### config.mk
export PLATFORM = sky130hd
export DESIGN_NAME = led_mem_resp
export DESIGN_NICKNAME = d
export VERILOG_FILES = /design/src/rtl/led_mem_resp.sv
export SDC_FILE = /design/constraint.sdc
export NUM_CORES = 1
export LEC_CHECK = 0
export CAP_MARGIN = 20
export CORE_MARGIN = 5
export CORE_UTILIZATION = 41
export CTS_BUF_LIST = sky130_fd_sc_hd__clkbuf_8
export CTS_CLUSTER_SIZE = 25
export DETAILED_ROUTE_END_ITERATION = 8
export PLACE_DENSITY_LB_ADDON = 0.25
export SLEW_MARGIN = 20
export SYNTH_ARGS = -nofsm -noshare
export SYNTH_HDL_FRONTEND = slang
export SYNTH_SLANG_ARGS = --single-unit
### constraint.sdc
create_clock -name clk -period 6.05 [get_ports clk]
set_input_delay 1.21 -clock clk [delete_from_list [all_inputs] [get_ports clk]]
set_output_delay 1.21 -clock clk [all_outputs]
set_load 0.03 [all_outputs]
### src/rtl/led_mem_resp.sv
// led_mem_resp: single-port RAM that sweeps a one-hot LED pattern into every
// word after reset, then serves read-first accesses with registered output.
// Optional build macro LED_MEM_OUTREG_EN adds a second output register
// (read latency 2 instead of 1); ready timing is the same in both builds.
module led_mem_resp #(
  parameter int DATA_W = 16,
  parameter int ADDR_W = 4
) (
  input  logic              clk,
  input  logic              rst,
  input  logic              ena,
  input  logic              wea,
  input  logic [ADDR_W-1:0] addra,
  input  logic [DATA_W-1:0] dina,
  output logic [DATA_W-1:0] douta,
  output logic              ready
);

  localparam int DEPTH = 1 << ADDR_W;

  typedef enum logic {S_INIT = 1'b0, S_READY = 1'b1} state_t;

  state_t              state_q;
  logic [ADDR_W-1:0]   init_addr_q;
  logic                ready_q;
  logic [DATA_W-1:0]   dout_q;
  logic [DATA_W-1:0]   mem [DEPTH];

  logic                mem_we;
  logic [ADDR_W-1:0]   mem_waddr;
  logic [DATA_W-1:0]   mem_wdata;
  logic [DATA_W-1:0]   led_word;
  logic                user_acc;

  assign user_acc = (state_q == S_READY) && ena;

  // One-hot LED pattern: bit (init_addr mod DATA_W) set.
  always_comb begin
    led_word = '0;
    for (int i = 0; i < DATA_W; i++)
      if ((32'(init_addr_q) % DATA_W) == i) led_word[i] = 1'b1;
  end

  // Write port mux: the init sweep owns the memory until READY; user inputs
  // are ignored before that. Writes are suppressed while reset is held so an
  // aborted access never lands.
  always_comb begin
    mem_we    = 1'b0;
    mem_waddr = addra;
    mem_wdata = dina;
    if (!rst) begin
      if (state_q == S_INIT) begin
        mem_we    = 1'b1;
        mem_waddr = init_addr_q;
        mem_wdata = led_word;
      end else if (ena && wea) begin
        mem_we = 1'b1;
      end
    end
  end

  // Memory array: no reset, contents are rewritten by the sweep instead.
  always_ff @(posedge clk) begin
    if (mem_we) mem[mem_waddr] <= mem_wdata;
  end

  // FSM with init counter, ready flag and first output register.
  // The read samples mem before this edge's write lands, giving read-first.
  always_ff @(posedge clk or posedge rst) begin
    if (rst) begin
      state_q     <= S_INIT;
      init_addr_q <= '0;
      ready_q     <= 1'b0;
      dout_q      <= '0;
    end else begin
      case (state_q)
        S_INIT: begin
          init_addr_q <= init_addr_q + 1'b1;
          if (init_addr_q == ADDR_W'(DEPTH - 1)) begin
            state_q <= S_READY;
            ready_q <= 1'b1;
          end
        end
        S_READY: begin
          if (user_acc) dout_q <= mem[addra];
        end
        default: state_q <= S_INIT;
      endcase
    end
  end

`ifdef LED_MEM_OUTREG_EN
  logic [DATA_W-1:0] dout2_q;

  // Second output stage loads every cycle, so hold shows up one cycle later.
  always_ff @(posedge clk or posedge rst) begin
    if (rst) dout2_q <= '0;
    else     dout2_q <= dout_q;
  end

  assign douta = dout2_q;
`else
  assign douta = dout_q;
`endif

  assign ready = ready_q;

endmodule

==> impl_metrics.csv, run 1 <==
group,metric,value,unit
route,firstDrtPassIters,5,
synthesis,synth_area_per_cell,16.5,sq um
clock_network,path_clk_slew,0.06,ns
synthesis,async_reset_ff_frac,0.0791,
clock_network,post-cts-setup-buffers,0,
synthesis,synthTopCellsByCount,"edfxtp_1, mux2i_1, nand2_1, a22oi_1, nand3_1",
floorplanning,ios,41,
sta,timing.final.ws_setup,2.18,ns
sta,finalHoldViolCount,0,
setup_path,path_cells,"clkdlybuf4s50_1 > or2_1 > a31oi_1 > nor2_2",
cells_and_area,syn_to_final_growth,13.9,%
sta,finalCritPeriodShare,0.640,
synthesis,syn_inst,676,
setup_path,max_stage_delay,0.87,ns
placed_design,place_congestion,0.833,
clock_network,clk_latency,0.53,ns
clock_network,hold_buffers,0,
floorplanning,dieArea,30600,sq um
setup_path,required,6.20,ns
sta,worst_slew_margin_rel,0.262,
pwr,ir_drop,213,uV
setup_path,cp-start-kind,"primary input",
sta,rsz0062_at_grt,"no",
synthesis,ys_ff_latch,278,
floorplanning,die_h,175,microns
route,avgViaCountPerCell,5.52,
floorplanning,die_width,175,microns
route,vias,6086,
synthesis,ys_seq_area_frac,0.739,
synthesis,synth_edf_count,256,
route,postRouteAntennaNets,0,
run,maxCapViolations,0,
clock_network,cts_tree,"done",
sta,hold_ws,0.482,ns
setup_path,crit_fanout,31,
placed_design,port_buffers,40,
clock_network,cts_root_buffer,"clkbuf_8",
min_path,hold_path.class,"flip-flop to flip-flop",
synthesis,synth_flop_cell,"edfxtp_1",
route,routedWlPerCell,23.3,microns
setup_path,rrSetupSlack,2.79,ns
sta,clock_skew,0.0117,ns
global_route,antenna_found_initial,0,
placed_design,dpl.hpwl,16200,microns
global_route,grt_max_degree,49,
clock_network,cts_max_level,2,
global_route,grt_pass1_vias,6139,
cells_and_area,layout-drive-gt1-share,0.126,
placed_design,placed_area,11800,sq um
sta,worst_pin_slew,1.11,ns
synthesis,netlist.area_leader.share,0.689,
synthesis,synth.area.top_cells,"edfxtp_1, mux2i_1, dfrtp_1, a22oi_1, nand2_1",
synthesis,syn_area,11200,sq um
sta,fmax,258,MHz
sta,setup_viol,0,
global_route,grt_overflow,0,
clock_network,cts-buffers-inserted,42,
synthesis,yosysMostFrequentCell,"edfxtp_1",
setup_path,crit_family,"simple AND/OR/NAND/NOR gates",
floorplanning,rows,60,
route,wl,25700,microns
sta,fin_crit,3.87,ns
synthesis,yosysTopAreaCell,"edfxtp_1",
cells_and_area,antenna_cells,0,
pwr,p_leak,0.00447,uW
synthesis,ys_types,37,
route,remaining_drc_errors,0,
cells_and_area,final_nets,755,
floorplanning,initial_core_util,0.415,
floorplanning,core,26900,sq um
global_route,grt_pass1_wl,38100,microns
clock_network,cts_sinks,278,
sta,drv_slew,0,
setup_path,crit_type,"primary input to flip-flop",
clock_network,clk_path_buf_depth,3,
route,drt-initial-drc-count,440,
outcome,outcome,"finished, final reports clean",
synthesis,syn-num-nets,704,
cells_and_area,fin_util,0.472,
sta,fin_setup_tns,0,ns
setup_path,slowest_stage,"or2_1",
setup_path,cp_num_buf_inv,1,
pwr,cellPowerDensity,312,nW/um^2
placed_design,preCtsSetupSlack,1.74,ns
setup_path,critPathArrivalTime,4.02,ns
cells_and_area,final_area,12700,sq um
clock_network,post_cts_resized,0,
synthesis,yosysWarnings,0,
setup_path,end_kind,"flip-flop",
global_route,grtUsageTotal,0.166,
## cell type report
type	count	area, sq um
fillers	2274	14200
flip-flops and latches	278	8240
multi-input cells	352	2680
clock buffers	47	647
repair buffers	48	462
well taps	341	427
clock inverters	31	230
inverters	5	18.8
## final timing paths
check / startpoint / end / cells past startpoint
max: rst / mem[6][6] / 4
max reg2reg: state_q / mem[6][6] / 3
min reg2reg: douta[8] / douta[8] / 2
max in group asynchronous: rst / douta[13] / 2
min: douta[8] / douta[8] / 2
min in group asynchronous: rst / init_addr_q[2] / 2
## flip-flops by register name, indices dropped and copies added, names as in the netlist
register,flops
init_addr_q,4
douta,16
ready,1
state_q,1
mem,256
## power by group
| group | internal [uW] | switching [uW] |
|---|---|---|
| registers | 2120 | 10.3 |
| clock network | 886 | 680 |
| logic | 91.4 | 175 |
| total | 3100 | 865 |
## cell families after synthesis
group | after synthesis | synth area share
mux | 131 | 0.119
flops | 278 | 0.739
compound gates | 71 | 0.0484
simple gates | 143 | 0.0615
buf+inv | 46 | 0.0257
fa+ha+maj | 4 | 0.00449
xor+xnor | 3 | 0.00236
## per-stage QoR
step	total power [uW]	instances
final	3960	1102
after global routing	4100	1102
after CTS	4000	1102
after detailed placement	2440	1024
after global placement	2430	1024
after floorplan	2330	676
## layout by cell type (no fill, tap or decap), types with 2 or more instances in the layout
| master | synthesis | routed |
|---|---|---|
| ha_1 | 4 | 4 |
| clkinv_2 | 0 | 7 |
| a21oi_1 | 2 | 2 |
| inv_1 | 5 | 18 |
| nand4_1 | 17 | 17 |
| nor2_2 | 0 | 17 |
| nand2_1 | 53 | 53 |
| buf_4 | 8 | 8 |
| clkinv_1 | 0 | 6 |
| nor2b_2 | 0 | 2 |
| clkdlybuf4s50_1 | 0 | 39 |
| a22oi_1 | 48 | 48 |
| mux2_2 | 2 | 2 |
| nand2b_1 | 3 | 3 |
| a31oi_1 | 4 | 4 |
| edfxtp_1 | 256 | 256 |
| a22o_1 | 15 | 15 |
| clkbuf_8 | 0 | 47 |
| nand3_1 | 33 | 33 |
| dfrtp_1 | 22 | 22 |
| nor3_1 | 3 | 3 |
| bufinv_16 | 0 | 4 |
| xnor2_1 | 3 | 3 |
| mux2i_1 | 128 | 128 |
| nand2_2 | 2 | 2 |
| nor2_1 | 20 | 3 |
## tightest hold or removal path, stage by stage, from the launching register on
cell,delay (ns)
dfrtp_1,0.34
nand2_1,0.05
nand3_1,0.05
## routing by layer
metal,vias up,global-route usage,part of all wire
met5,-,0,0
met4,0,0.0615,0.033
met3,42,0.0288,0.064
met2,253,0.257,0.46
met1,3049,0.238,0.44
li1,2742,-,-
No activity file was read; power rests on OpenSTA's default activity.
==> run 2: changes to the inputs <==
==> constraint.sdc (replaced) <==
create_clock -name clk -period 3.13 [get_ports clk]
set_input_delay 0.626 -clock clk [delete_from_list [all_inputs] [get_ports clk]]
set_output_delay 0.626 -clock clk [all_outputs]
set_load 0.03 [all_outputs]
==> impl_metrics.csv, run 2 (synthesis gave the netlist of run 1 again) <==
group,metric,value,unit
cells_and_area,final_common_cell,"edfxtp_1",
setup_path,required,3.42,ns
route,routedWlPerCell,22.3,microns
global_route,grtUsageTotal,0.168,
route,avgViaCountPerCell,5.44,
floorplanning,die_h,175,microns
route,firstDrtPassIters,5,
clock_network,cts_max_level,2,
pwr,switching_share,0.227,
cells_and_area,fin_util,0.486,
route,drt-initial-drc-count,483,
setup_path,crit_type,"flip-flop to flip-flop",
pwr,pwr-share-comb,0.070,
clock_network,cts-buffers-inserted,44,
clock_network,post-cts-setup-buffers,0,
sta,setup_viol,0,
floorplanning,ios,41,
clock_network,cts_sinks,278,
clock_network,clk_path_buf_depth,3,
min_path,hold_path.class,"flip-flop to flip-flop",
pwr,power_frac_seq,0.557,
placed_design,dpl.hpwl,16800,microns
setup_path,end_kind,"flip-flop",
pwr,power.switching,1680,uW
setup_path,critPathArrivalTime,2.82,ns
placed_design,port_buffers,40,
floorplanning,dieArea,30600,sq um
global_route,antenna_found_initial,0,
cells_and_area,antenna_cells,0,
floorplanning,die_width,175,microns
route,wl,25700,microns
clock_network,path_clk_slew,0.06,ns
clock_network,clk_latency,0.54,ns
pwr,p_int,5710,uW
clock_network,cts_root_buffer,"clkbuf_8",
global_route,grt_pass1_vias,6460,
cells_and_area,syn_to_final_growth,17.2,%
pwr,p_leak,0.00470,uW
global_route,grt_max_degree,42,
sta,rsz0062_at_grt,"no",
sta,fin_crit,2.53,ns
sta,finalHoldViolCount,0,
sta,fin_setup_tns,0,ns
run,maxCapViolations,0,
clock_network,post_cts_resized,0,
route,postRouteAntennaNets,0,
setup_path,cp-start-kind,"flip-flop",
clock_network,hold_buffers,0,
floorplanning,rows,60,
sta,worst_slew_margin_rel,0.545,
sta,worst_pin_slew,0.682,ns
cells_and_area,final_nets,802,
route,remaining_drc_errors,0,
sta,clock_skew,0.0282,ns
pwr,p_clk_frac,0.372,
sta,finalCritPeriodShare,0.810,
floorplanning,initial_core_util,0.415,
pwr,ir_drop,336,uV
placed_design,place_congestion,0.854,
sta,fmax,395,MHz
route,vias,6250,
clock_network,cts_tree,"done",
sta,drv_slew,0,
cells_and_area,final_area,13100,sq um
setup_path,crit_fanout,13,
placed_design,placed_area,12300,sq um
cells_and_area,largest_register_ffs,256,
cells_and_area,largest_register,"mem",
cells_and_area,layout-drive-gt1-share,0.170,
global_route,grt_pass1_wl,39300,microns
global_route,grt_overflow,0,
floorplanning,core,26900,sq um
cells_and_area,most-common-layout-cells,"edfxtp_1, mux2i_1, nand2_1, a22oi_1, clkbuf_8",
outcome,outcome,"finished, final reports clean",
pwr,cellPowerDensity,565,nW/um^2
pwr,power,7390,uW
==> run 2: cell count changes in the layout (fill, tap and decap cells not counted) <==
cell	delta
buf_12	+9
buf_4	+36
bufinv_16	-4
clkbuf_8	+1
clkinv_1	+3
clkinv_2	-2
clkinvlp_4	+1
inv_1	+3
inv_2	-1
inv_6	+1
==> run 2: power groups by stage <==
| stage | Combinational, uW | Sequential, uW | Clock, uW |
|---|---|---|---|
| after CTS | 526 | 4120 | 2820 |
| after floorplan | 248 | 4250 | 0 |
| final | 521 | 4120 | 2750 |
| after detailed placement | 525 | 4200 | 0 |
| after global routing | 556 | 4120 | 3010 |
| after global placement | 519 | 4190 | 0 |
==> run 2: area by class of cell <==
cell class / instances / area [sq um]
multi-input combinational: 352 / 2680
timing repair buffer: 93 / 912
sequential: 278 / 8240
clock buffer: 48 / 661
inverter: 5 / 18.8
fill: 2282 / 13800
tap: 341 / 427
clock inverter: 32 / 135
==> run 2: worst max-delay path, stage by stage (launching register included) <==
cell	delay, ns
dfrtp_1	0.58
or2_1	0.50
buf_4	0.27
nor3_1	0.07
a31oi_1	0.48
nor2_2	0.17
buf_12	0.20
==> run 2: path summary, 6_finish.rpt <==
path / to / cells after the start / from / slack [ns]
min in group asynchronous: init_addr_q[3] / 2 / rst / 0.52
min reg2reg: douta[13] / 2 / douta[13] / 0.48
max reg2reg: mem[6][10] / 6 / state_q / 0.60
max: mem[6][10] / 6 / state_q / 0.60
min: douta[13] / 2 / douta[13] / 0.48
max in group asynchronous: douta[10] / 3 / rst / 1.97
==> run 2: per-stage QoR <==
stage                     hold WS (ns)  worst slack, ns  instances
after floorplan                  0.542            0.673        676
after global placement           0.465            0.196       1069
after detailed placement         0.467            0.152       1069
after CTS                        0.480            0.658       1149
after global routing             0.518            0.463       1149
final                            0.478            0.596       1149
==> run 2: routing by layer <==
layer | global-route usage | part of all wire | vias to the layer above | wire length (microns)
met3 | 0.0270 | 0.052 | 34 | 1330
met1 | 0.240 | 0.45 | 3172 | 11600
met2 | 0.273 | 0.48 | 206 | 12300
met4 | 0.0409 | 0.015 | 0 | 398
li1 | - | - | 2838 | -
met5 | 0 | 0 | - | 0
==> run 3: changes to the inputs <==
==> constraint.sdc (replaced) <==
create_clock -name clk -period 2.6 [get_ports clk]
set_input_delay 0.52 -clock clk [delete_from_list [all_inputs] [get_ports clk]]
set_output_delay 0.52 -clock clk [all_outputs]
set_load 0.03 [all_outputs]
==> impl_metrics.csv, run 3 (synthesis gave the netlist of run 1 again) <==
group,metric,value,unit
setup_path,reg2regPathDepth,5,
cells_and_area,largest_register_ffs,256,
route,postRouteAntennaNets,0,
floorplanning,ios,41,
sta,finalCritPeriodShare,0.851,
clock_network,clk_path_buf_depth,3,
global_route,grtUsageTotal,0.172,
route,wl,26300,microns
cells_and_area,final_common_cell,"edfxtp_1",
route,drt-initial-drc-count,473,
clock_network,cts_tree,"done",
setup_path,required,2.75,ns
cells_and_area,most-common-layout-cells,"edfxtp_1, mux2i_1, nand2_1, a22oi_1, clkbuf_8",
sta,setup_viol,0,
setup_path,path_cells,"or2_1 > buf_4 > nor3_1 > a31oi_1 > nor2_2",
floorplanning,dieArea,30600,sq um
floorplanning,rows,60,
cells_and_area,final_nets,821,
cells_and_area,antenna_cells,0,
clock_network,post-cts-setup-buffers,0,
outcome,outcome,"finished, final reports clean",
placed_design,port_buffers,40,
min_path,holdPathStages,2,
global_route,grt_max_degree,93,
global_route,grt_overflow,0,
sta,finalHoldViolCount,0,
clock_network,post_cts_resized,0,
route,vias,6313,
route,avgViaCountPerCell,5.40,
setup_path,cp-start-kind,"flip-flop",
clock_network,cts_root_buffer,"clkbuf_8",
clock_network,cts_sinks,278,
global_route,grt_pass1_wl,40300,microns
cells_and_area,fin_util,0.502,
global_route,grt_pass1_vias,6641,
floorplanning,die_width,175,microns
clock_network,cts-buffers-inserted,43,
clock_network,hold_buffers,0,
sta,fmax,452,MHz
sta,rsz0062_at_grt,"no",
floorplanning,core,26900,sq um
clock_network,clk_latency,0.54,ns
cells_and_area,layout-drive-gt1-share,0.187,
setup_path,cp.depth,5,
setup_path,crit_fanout,16,
route,remaining_drc_errors,0,
sta,clock_skew,0.0137,ns
pwr,cellPowerDensity,671,nW/um^2
pwr,ir_drop,369,uV
route,firstDrtPassIters,5,
setup_path,crit_family,"simple AND/OR/NAND/NOR gates",
sta,worst_slew_margin_rel,0.357,
run,maxCapViolations,0,
route,routedWlPerCell,22.5,microns
placed_design,dpl.hpwl,16400,microns
pwr,p_leak,0.00488,uW
setup_path,end_kind,"flip-flop",
sta,hold_ws,0.485,ns
min_path,hold_path.class,"flip-flop to flip-flop",
setup_path,cp_num_buf_inv,1,
setup_path,slowest_stage,"nor2_2",
clock_network,path_clk_slew,0.06,ns
cells_and_area,syn_to_final_growth,20.9,%
setup_path,max_stage_delay,0.75,ns
cells_and_area,largest_register,"mem",
floorplanning,die_h,175,microns
setup_path,critPathArrivalTime,2.36,ns
setup_path,crit_type,"flip-flop to flip-flop",
sta,fin_crit,2.21,ns
floorplanning,initial_core_util,0.415,
global_route,antenna_found_initial,0,
sta,worst_pin_slew,0.964,ns
placed_design,place_congestion,0.820,
sta,drv_slew,0,
clock_network,cts_max_level,2,
[run 3: cell count changes in the layout (fill, tap and decap cells not counted), sizes merged]
cell,delta
inv,+1
bufinv,+1
clkinv,-3
clkinvlp,+1
buf,+20
[run 3: final timing paths]
path / slack, ns / end / startpoint
max in group asynchronous: 1.43 / douta[8] / rst
worst min register to register: 0.48 / douta[5] / douta[5]
min in group asynchronous: 0.51 / init_addr_q[3] / rst
worst max-delay path: 0.39 / mem[10][15] / state_q
worst max register to register: 0.39 / mem[10][15] / state_q
worst min-delay path: 0.48 / douta[5] / douta[5]
[run 3: per-layer routing]
layer	wire length, microns	GRT usage	part of all wire
met3	1420	0.0299	0.054
met2	13100	0.293	0.50
met1	11300	0.229	0.43
met4	494	0.0511	0.019
met5	0	0	0
[run 3: metrics by stage]
step                      std cells  setup TNS (ns)  power [uW]  instance area (sq um)  setup slack, ns
final                          1169               0        9050                  13500            0.389
after global routing           1169               0        9380                  13500            0.218
after CTS                      1169               0        9140                  13500            0.355
after detailed placement       1089           -2.44        5730                  12700           -0.154
after global placement         1089           -1.94        5720                  12700           -0.123
after floorplan                 676               0        5410                  11200            0.249
[run 3: worst register-to-register path: cells and delay by family (launching register included)]
family,cells,cell delay (ns)
buf+inv,1,0.15
simple gates,3,1.18
flops,1,0.41
compound gates,1,0.09
[run 3: cell type report]
cell class                      count  area, sq um
Multi-Input combinational cell    352         2680
Sequential cell                   278         8240
Clock buffer                       48          661
Inverter                            5         18.8
Tap cell                          341          427
Timing Repair Buffer              113         1300
Fill cell                        2262        13400
Clock inverter                     32          160
[run 3: where the power goes]
part | switching (uW) | internal, uW | total (uW)
registers | 28.7 | 4930 | 4960
logic | 394 | 283 | 677
clock network | 1610 | 1800 | 3410
total | 2030 | 7010 | 9050
